### config.mk
export PLATFORM = sky130hd
export DESIGN_NAME = dot_seq
export DESIGN_NICKNAME = d
export VERILOG_FILES = /design/src/rtl/dot_seq.sv
export SDC_FILE = /design/constraint.sdc
export NUM_CORES = 1
export LEC_CHECK = 0
export ABC_AREA = 1
export CAP_MARGIN = 20
export CELL_PAD_IN_SITES_DETAIL_PLACEMENT = 1
export CELL_PAD_IN_SITES_GLOBAL_PLACEMENT = 1
export CORE_MARGIN = 4
export CORE_UTILIZATION = 25
export CTS_CLUSTER_SIZE = 8
export DETAILED_ROUTE_END_ITERATION = 8
export GPL_TIMING_DRIVEN = 0
export PLACE_DENSITY_LB_ADDON = 0.1
export SKIP_LAST_GASP = 1
export SLEW_MARGIN = 5
export SYNTH_ARGS = -nofsm -noshare
export SYNTH_HDL_FRONTEND = slang
export SYNTH_SLANG_ARGS = --single-unit
### constraint.sdc
create_clock -name clk -period 1.4 [get_ports clk]
set_input_delay 0.14 -clock clk [delete_from_list [all_inputs] [get_ports clk]]
set_output_delay 0.14 -clock clk [all_outputs]
set_load 0.005 [all_outputs]
### src/rtl/dot_seq.sv
// Dot-product sequencer driving an 8x8 signed MAC: bias load, operand streaming, two-cycle drain, capture.
// Define DOT_SEQ_SAT16_EN to clamp captured results to the signed 16-bit range and flag the clamp on res_sat.
module dot_seq #(
    parameter int LEN_W = 8
) (
    input  logic             clk,
    input  logic             rst_n,
    input  logic             cmd_valid,
    output logic             cmd_ready,
    input  logic [LEN_W-1:0] cmd_len,
    input  logic [31:0]      cmd_bias,
    input  logic             in_valid,
    output logic             in_ready,
    input  logic [7:0]       in_x,
    input  logic [7:0]       in_y,
    output logic             mac_en,
    output logic             mac_acc_load,
    output logic [7:0]       mac_x,
    output logic [7:0]       mac_y,
    output logic [31:0]      mac_z,
    input  logic [31:0]      mac_result,
    output logic             res_valid,
    input  logic             res_ready,
    output logic [31:0]      res_data,
    output logic             res_sat
);

    typedef enum logic [2:0] {
        IDLE,
        LOAD,
        STREAM,
        DRAIN,
        CAPT,
        OUT
    } state_t;

    localparam logic [LEN_W-1:0] ONE = LEN_W'(1);

    state_t           state;
    state_t           state_nxt;
    logic [LEN_W-1:0] len_q;
    logic [LEN_W-1:0] cnt_q;
    logic [31:0]      bias_q;
    logic             drain_q;
    logic [31:0]      res_data_q;
    logic             res_sat_q;
    logic [31:0]      capt_data;
    logic             capt_sat;
    logic             last_pair;

    assign last_pair = (cnt_q == (len_q - ONE));

`ifdef DOT_SEQ_SAT16_EN
    always_comb begin
        capt_data = mac_result;
        capt_sat  = 1'b0;
        if ($signed(mac_result) > 32'sd32767) begin
            capt_data = 32'h0000_7FFF;
            capt_sat  = 1'b1;
        end else if ($signed(mac_result) < -32'sd32768) begin
            capt_data = 32'hFFFF_8000;
            capt_sat  = 1'b1;
        end
    end
`else
    assign capt_data = mac_result;
    assign capt_sat  = 1'b0;
`endif

    // drain_q selects between the two DRAIN cycles; result registers hold steady through OUT
    always_ff @(posedge clk) begin
        if (!rst_n) begin
            state      <= IDLE;
            len_q      <= '0;
            cnt_q      <= '0;
            bias_q     <= '0;
            drain_q    <= 1'b0;
            res_data_q <= '0;
            res_sat_q  <= 1'b0;
        end else begin
            state <= state_nxt;
            case (state)
                IDLE: begin
                    if (cmd_valid) begin
                        len_q  <= cmd_len;
                        bias_q <= cmd_bias;
                        cnt_q  <= '0;
                    end
                end
                STREAM: begin
                    if (in_valid) begin
                        cnt_q <= cnt_q + ONE;
                    end
                end
                DRAIN: begin
                    drain_q <= ~drain_q;
                end
                CAPT: begin
                    res_data_q <= capt_data;
                    res_sat_q  <= capt_sat;
                end
                default: begin
                end
            endcase
        end
    end

    // cmd_ready is masked by reset so nothing looks acceptable while rst_n is low
    assign cmd_ready = (state == IDLE) && rst_n;
    assign res_data  = res_data_q;
    assign res_sat   = res_sat_q;

    always_comb begin
        state_nxt    = state;
        in_ready     = 1'b0;
        mac_en       = 1'b0;
        mac_acc_load = 1'b0;
        mac_x        = 8'h00;
        mac_y        = 8'h00;
        mac_z        = 32'h0000_0000;
        res_valid    = 1'b0;
        case (state)
            IDLE: begin
                if (cmd_valid) begin
                    state_nxt = LOAD;
                end
            end
            LOAD: begin
                mac_en       = 1'b1;
                mac_acc_load = 1'b1;
                mac_z        = bias_q;
                state_nxt    = (len_q != '0) ? STREAM : DRAIN;
            end
            STREAM: begin
                in_ready = 1'b1;
                mac_en   = in_valid;
                mac_x    = in_x;
                mac_y    = in_y;
                if (in_valid && last_pair) begin
                    state_nxt = DRAIN;
                end
            end
            DRAIN: begin
                mac_en = 1'b1;
                if (drain_q) begin
                    state_nxt = CAPT;
                end
            end
            CAPT: begin
                state_nxt = OUT;
            end
            OUT: begin
                res_valid = 1'b1;
                if (res_ready) begin
                    state_nxt = IDLE;
                end
            end
            default: begin
                state_nxt = IDLE;
            end
        endcase
    end

endmodule

After elaboration in Yosys (flattened, before gate mapping):

Index checks and enable logic that the tools add are counted.

* register bits: 84
* output and inout port bits: 86
* logic and storage cells: 45

* add/sub/neg operators: 2
* equality and inequality tests: 11
* mux-type cells: 16
* bitwise gates (word level): 1
* reductions and logical operators: 9

Operators by type and width (count)
* two-way mux 32 bit: 1
* two-way mux 8 bit: 4
* one-hot mux 3 bit (6 select lines): 1
* one-hot mux 8 bit (2 select lines): 1
* two-way mux 3 bit: 4
* != test 2 bit, second input constant: 5
* adder 8 x 1 -> 8 bit, second input constant: 1
* == test 8 bit: 1
* nonzero test 8 bit: 1
* subtractor 8 x 1 -> 8 bit, second input constant: 1
* == test 3 x 2 -> 1 bit, second input constant: 2
* == test 3 bit, second input constant: 2
* two-way mux 1 bit: 4
* AND reduction 4 bit: 1
* == test 3 x 1 -> 1 bit, second input constant: 1
* logical NOT 3 bit: 1
* AND reduction 3 bit: 1
* logical AND 1 bit: 2
* one-hot mux 1 bit (2 select lines): 1
* AND reduction 2 bit: 1
* nonzero test 2 bit: 1
* OR reduction 2 bit: 1
* NOT 1 bit: 1

Longest topological paths before layout:

Gate-level depths: netlist of the first run.

* depth after elaboration: 5
* depth in mapped cells: 13

Worst setup path before layout of the first run:

Ideal clock, no wire load.

* kind: register -> register
* from: reg len_q[0]
* to: reg state[0]
* setup time: 70 ps
* data arrival time: 1422 ps
* data required time: 1330 ps
* slack: -92 ps
* stages on the path, launching flop included: 14
* path buffers: 0
* path through: dfxtp_1 -> inv_1 -> ha_1 -> nand2_1 -> inv_1 -> nor2_1 -> nand2_1 -> nor2_1 -> nand3_1 -> nor2_1 -> nand2_1 -> nand2_1 -> nand3_1 -> a21oi_1

* word-level cells in the longest chain between the ends: 5
* elaborated cells between the ends (all ways): 8
* those cells by class: 1 x add/sub; 2 x eq/ne; 2 x mux; 3 x reduce/logical

Ends and longest elaborated chain
* from (decl): RTL line 41 `logic [LEN_W-1:0] len_q;`
* from (signal assigned): RTL line 85 `len_q <= cmd_len;`
* subtractor 8 x 1 -> 8 bit: RTL line 51 `assign last_pair = (cnt_q == (len_q - ONE));`
* == test 8 bit: RTL line 51
* logical AND 1 bit: RTL line 139 `if (in_valid && last_pair) begin`
* != test 2 bit (no source line)
* AND reduction 4 bit (no source line)
* to (signal assigned): RTL line 81 `state <= state_nxt;`
* to (decl): RTL line 39 `state_t state;`

Parallel ways exist; a longest one is shown, timed or not.
A chain may end at the register's enable or synchronous reset.

Worst setup path in the final report of the first run:

* from: reg state[1]
* to: out mac_z[28]

* word-level cells in the longest chain between the ends: 2

Ends and longest elaborated chain
* == test 3 x 1 -> 1 bit: RTL line 122 `case (state)`
* two-way mux 32 bit: RTL line 122
* to (decl): RTL line 20 `output logic [31:0] mac_z,`

No other way between the ends.

==> results of run 1 <==
-- worst max path at each step --
stage / depth (start not counted) / end / slack [ps] / from
floorplan: 11 / cnt_q[7]$_SDFFE_PN0P_ / 4 / state[1]$_SDFFE_PN0P_
global placement: 6 / mac_x[3] / -790 / state[1]$_SDFFE_PN0P_
detailed placement: 6 / mac_x[3] / -810 / state[1]$_SDFFE_PN0P_
CTS: 6 / mac_z[12] / -380 / state[1]$_SDFFE_PN0P_
global route: 7 / mac_z[25] / -480 / state[1]$_SDFFE_PN0P_
finish: 7 / mac_z[28] / -430 / state[1]$_SDFFE_PN0P_
-- metrics by stage --
step	TNS (ps)	hold slack (ps)	total power, W	instance area [um^2]
after global routing	-26860	225	0.0104	6340
after CTS	-18450	172	0.00966	6250
final	-18180	186	0.00977	6340
after detailed placement	-57470	447	0.00663	5660
after floorplan	0	275	0.00495	3680
after global placement	-51540	441	0.00652	5660
-- power by group --
part	internal [W]	switching [W]	leakage, nW
registers	0.00289	0.000230	0.689
logic	0.00210	0.00231	1.98
clock network	0.00124	0.00100	0.131
-- cell type report --
| class | instances | area (um^2) | area share |
|---|---|---|---|
| Buffer | 26 | 219 | 0.0345 |
| Clock buffer | 11 | 243 | 0.0383 |
| Clock inverter | 4 | 26.3 | 0.00414 |
| Inverter | 79 | 305 | 0.0481 |
| Multi-Input combinational cell | 339 | 1740 | 0.274 |
| Sequential cell | 84 | 1700 | 0.267 |
| Tap cell | 180 | 225 | 0.0355 |
| Timing Repair Buffer | 197 | 1890 | 0.298 |
-- routing by layer --
| metal | vias to the layer above | track usage | wire length, um |
|---|---|---|---|
| li1 | 2070 | - | - |
| met1 | 1990 | 0.191 | 5460 |
| met2 | 92 | 0.302 | 7490 |
| met3 | 20 | 0.0742 | 1150 |
| met4 | 0 | 0.0562 | 264 |
| met5 | - | 0 | 0 |
-- state kept, by name, summed over array words and instances, names as in the netlist --
register	flops
bias_q	32
cnt_q	8
drain_q	1
len_q	8
res_data	32
state	3
-- kinds of logic after synthesis --
group,Yosys count
XOR/XNOR,3
flip-flops,84
buffers and inverters,106
adder cells (fa/ha/maj),2
other,1
AND/OR/NAND/NOR,205
AO/OA/AOI/OAI,128
-- critical path, stage by stage, from the launching register on --
cell,delay (ps)
dfxtp_4,360
buf_12,120
nor3_4,250
inv_4,100
buf_6,150
clkbuf_16,150
nor2_1,80
buf_2,130
-- Yosys cell counts --
cell and instances:
dfxtp_1 84, a21oi_1 51, nand4_1 2, nand2_2 3, xnor2_1 2, conb_1 1
nor2_2 3, nand2_1 36, nor3_4 1, nand2_4 3, ha_1 2, nand3_1 17
o21ai_0 76, nor2_4 2, a31oi_1 1, buf_4 1, clkbuf_1 25, nand3_2 1
nor4_1 2, inv_1 75, nor2_1 128, inv_2 3, xor2_1 1, nor3_1 7
buf_2 1, clkinv_1 1
-- repair_timing --
action                                  in CTS  in global routing
endpoints found under the setup margin     132                138
resized for setup                          255                 67
pin swaps                                   16                  6
buffers inserted                            16                  4
cloned                                       1                  1
==> flow_metrics.py, run 1 <==
metrics = {
    "synth": {
        "synth.distinct_cells": 26,
        "synth_nets": 624,
        "synth_mux_area_frac": 0,
        "ys_warn_count": 0,
        "synth.top_cell.area_share": 0.459,
        "netlist_area_um2": 3660,
        "seq_area_frac_synth": 0.459,
        "synth.area.top_cells": "dfxtp_1 46%, nor2_1 13%, o21ai_0 10%, inv_1 7.7%, a21oi_1 7.0%",
        "syn_inst": 529,
        "yosysTopAreaCell": "dfxtp_1",
        "synth_fa_ha_area_frac": 0.00683,
        "synth-simple-area-share": 0.241,
        "ys_ff_latch": 84,
        "synth_top_family_by_area": "simple AND/OR/NAND/NOR gates",
        "synthXorXnorAreaFrac": 0.00717,
        "synth_compound_area_frac": 0.175,
        "syn_avg_cell_area_um2": 6.92,
    },
    "placed_design": {
        "dp_cells": 885,
        "numPortBuffers": 176,
        "place_ws_ps": -811,
        "place_congestion": 0.793,
        "hpwl_um": 10600,
    },
    "global_route": {
        "grt_max_degree": 14,
        "gr-total-overflow": 0,
        "grt_usage": 0.174,
        "antenna_found_initial": 0,
        "grt_pass1_wl_um": 22800,
        "grt_pass1_vias": 4479,
    },
    "die": {
        "core-area_um2": 14100,
        "rows": 43,
        "die_w_um": 129,
        "die-area_um2": 16700,
        "initial_core_util": 0.260,
        "io_pins": 179,
        "die_height_um": 129,
    },
    "worst_hold_path": {
        "holdPathStages": 3,
        "whs_endpoint": "bias_q[6]$_SDFFE_PN0P_",
        "hp-start": "rst_n",
        "holdCritPathClass": "primary input to register",
    },
    "timing": {
        "fmax_mhz": 547,
        "worstMarginPinSlew_ps": 625,
        "skew_ps": 7.13,
        "slew_violations": 0,
        "period_share": 1.31,
        "relSlewSlack": 0.584,
        "hold_viol": 0,
        "layout_setup_ws_ps": -427,
        "setup_viol": 84,
        "rsz0062_at_grt": "true",
        "layout_min_cycle_time_ps": 1830,
    },
    "worst_setup_path": {
        "path_max_fanout": 5,
        "reg2reg_from": "len_q[1]$_SDFFE_PN0P_",
        "reg2regPathDepth": 13,
        "worstPathRequired_ps": 1260,
        "reg2reg_slack_ps": -270,
        "endpoint_kind": "output port",
        "startpoint_type": "register",
        "reg2reg_to": "state[0]$_SDFFE_PN0P_",
        "crit_arrival_ps": 1690,
        "critPathKind": "register to output port",
    },
    "finish": {
        "num_antenna_cells": 0,
        "layout.nets": 831,
        "syn2layout_area_growth_pct": 73.1,
        "layout-drive-gt1-share": 0.219,
        "fin_util": 0.450,
        "mostFrequentLayoutCells": "118 x clkdlybuf4s50_1, 106 x nor2_1, 79 x dfxtp_1, 70 x inv_1, 60 x o21ai_0",
        "final_common_cell": "clkdlybuf4s50_1",
        "fillers": 1732,
        "fin_cells": 920,
    },
    "power_and_ir_drop": {
        "power_density_nw_per_um2": 1540,
        "p_leak_nw": 2.80,
        "ir_drop_uv": 970,
    },
    "clocking": {
        "htree_levels": 3,
        "ctsRootBufferMaster": "clkbuf_16",
        "postCtsHoldBufs": 0,
        "cts-buffers-inserted": 9,
        "path_clk_slew_ps": 60,
        "clock-sinks": 84,
        "clock_latency_ps": 350,
        "cts_tree": "yes",
        "clk_path_buf_depth": 2,
    },
    "job": {
        "drv_cap": 0,
    },
    "status": {
        "violations": "negative setup slack",
        "status": "complete, but fails checks",
    },
    "drt": {
        "wl_per_cell_um": 15.6,
        "wl_um": 14400,
        "drtAntennaViolNets": 0,
        "via_per_inst": 4.53,
        "drc": 0,
        "dr.pass1.iters": 4,
        "initialDrtViolationCount": 107,
        "num_vias": 4172,
    },
}
(Power assumes the default switching activity.)
==> inputs of run 2 (changes only) <==
- SLEW_MARGIN: 5 -> 20
==> results of run 2 <==
No change in the layout: final DEF, timing and power equal those of run 1.
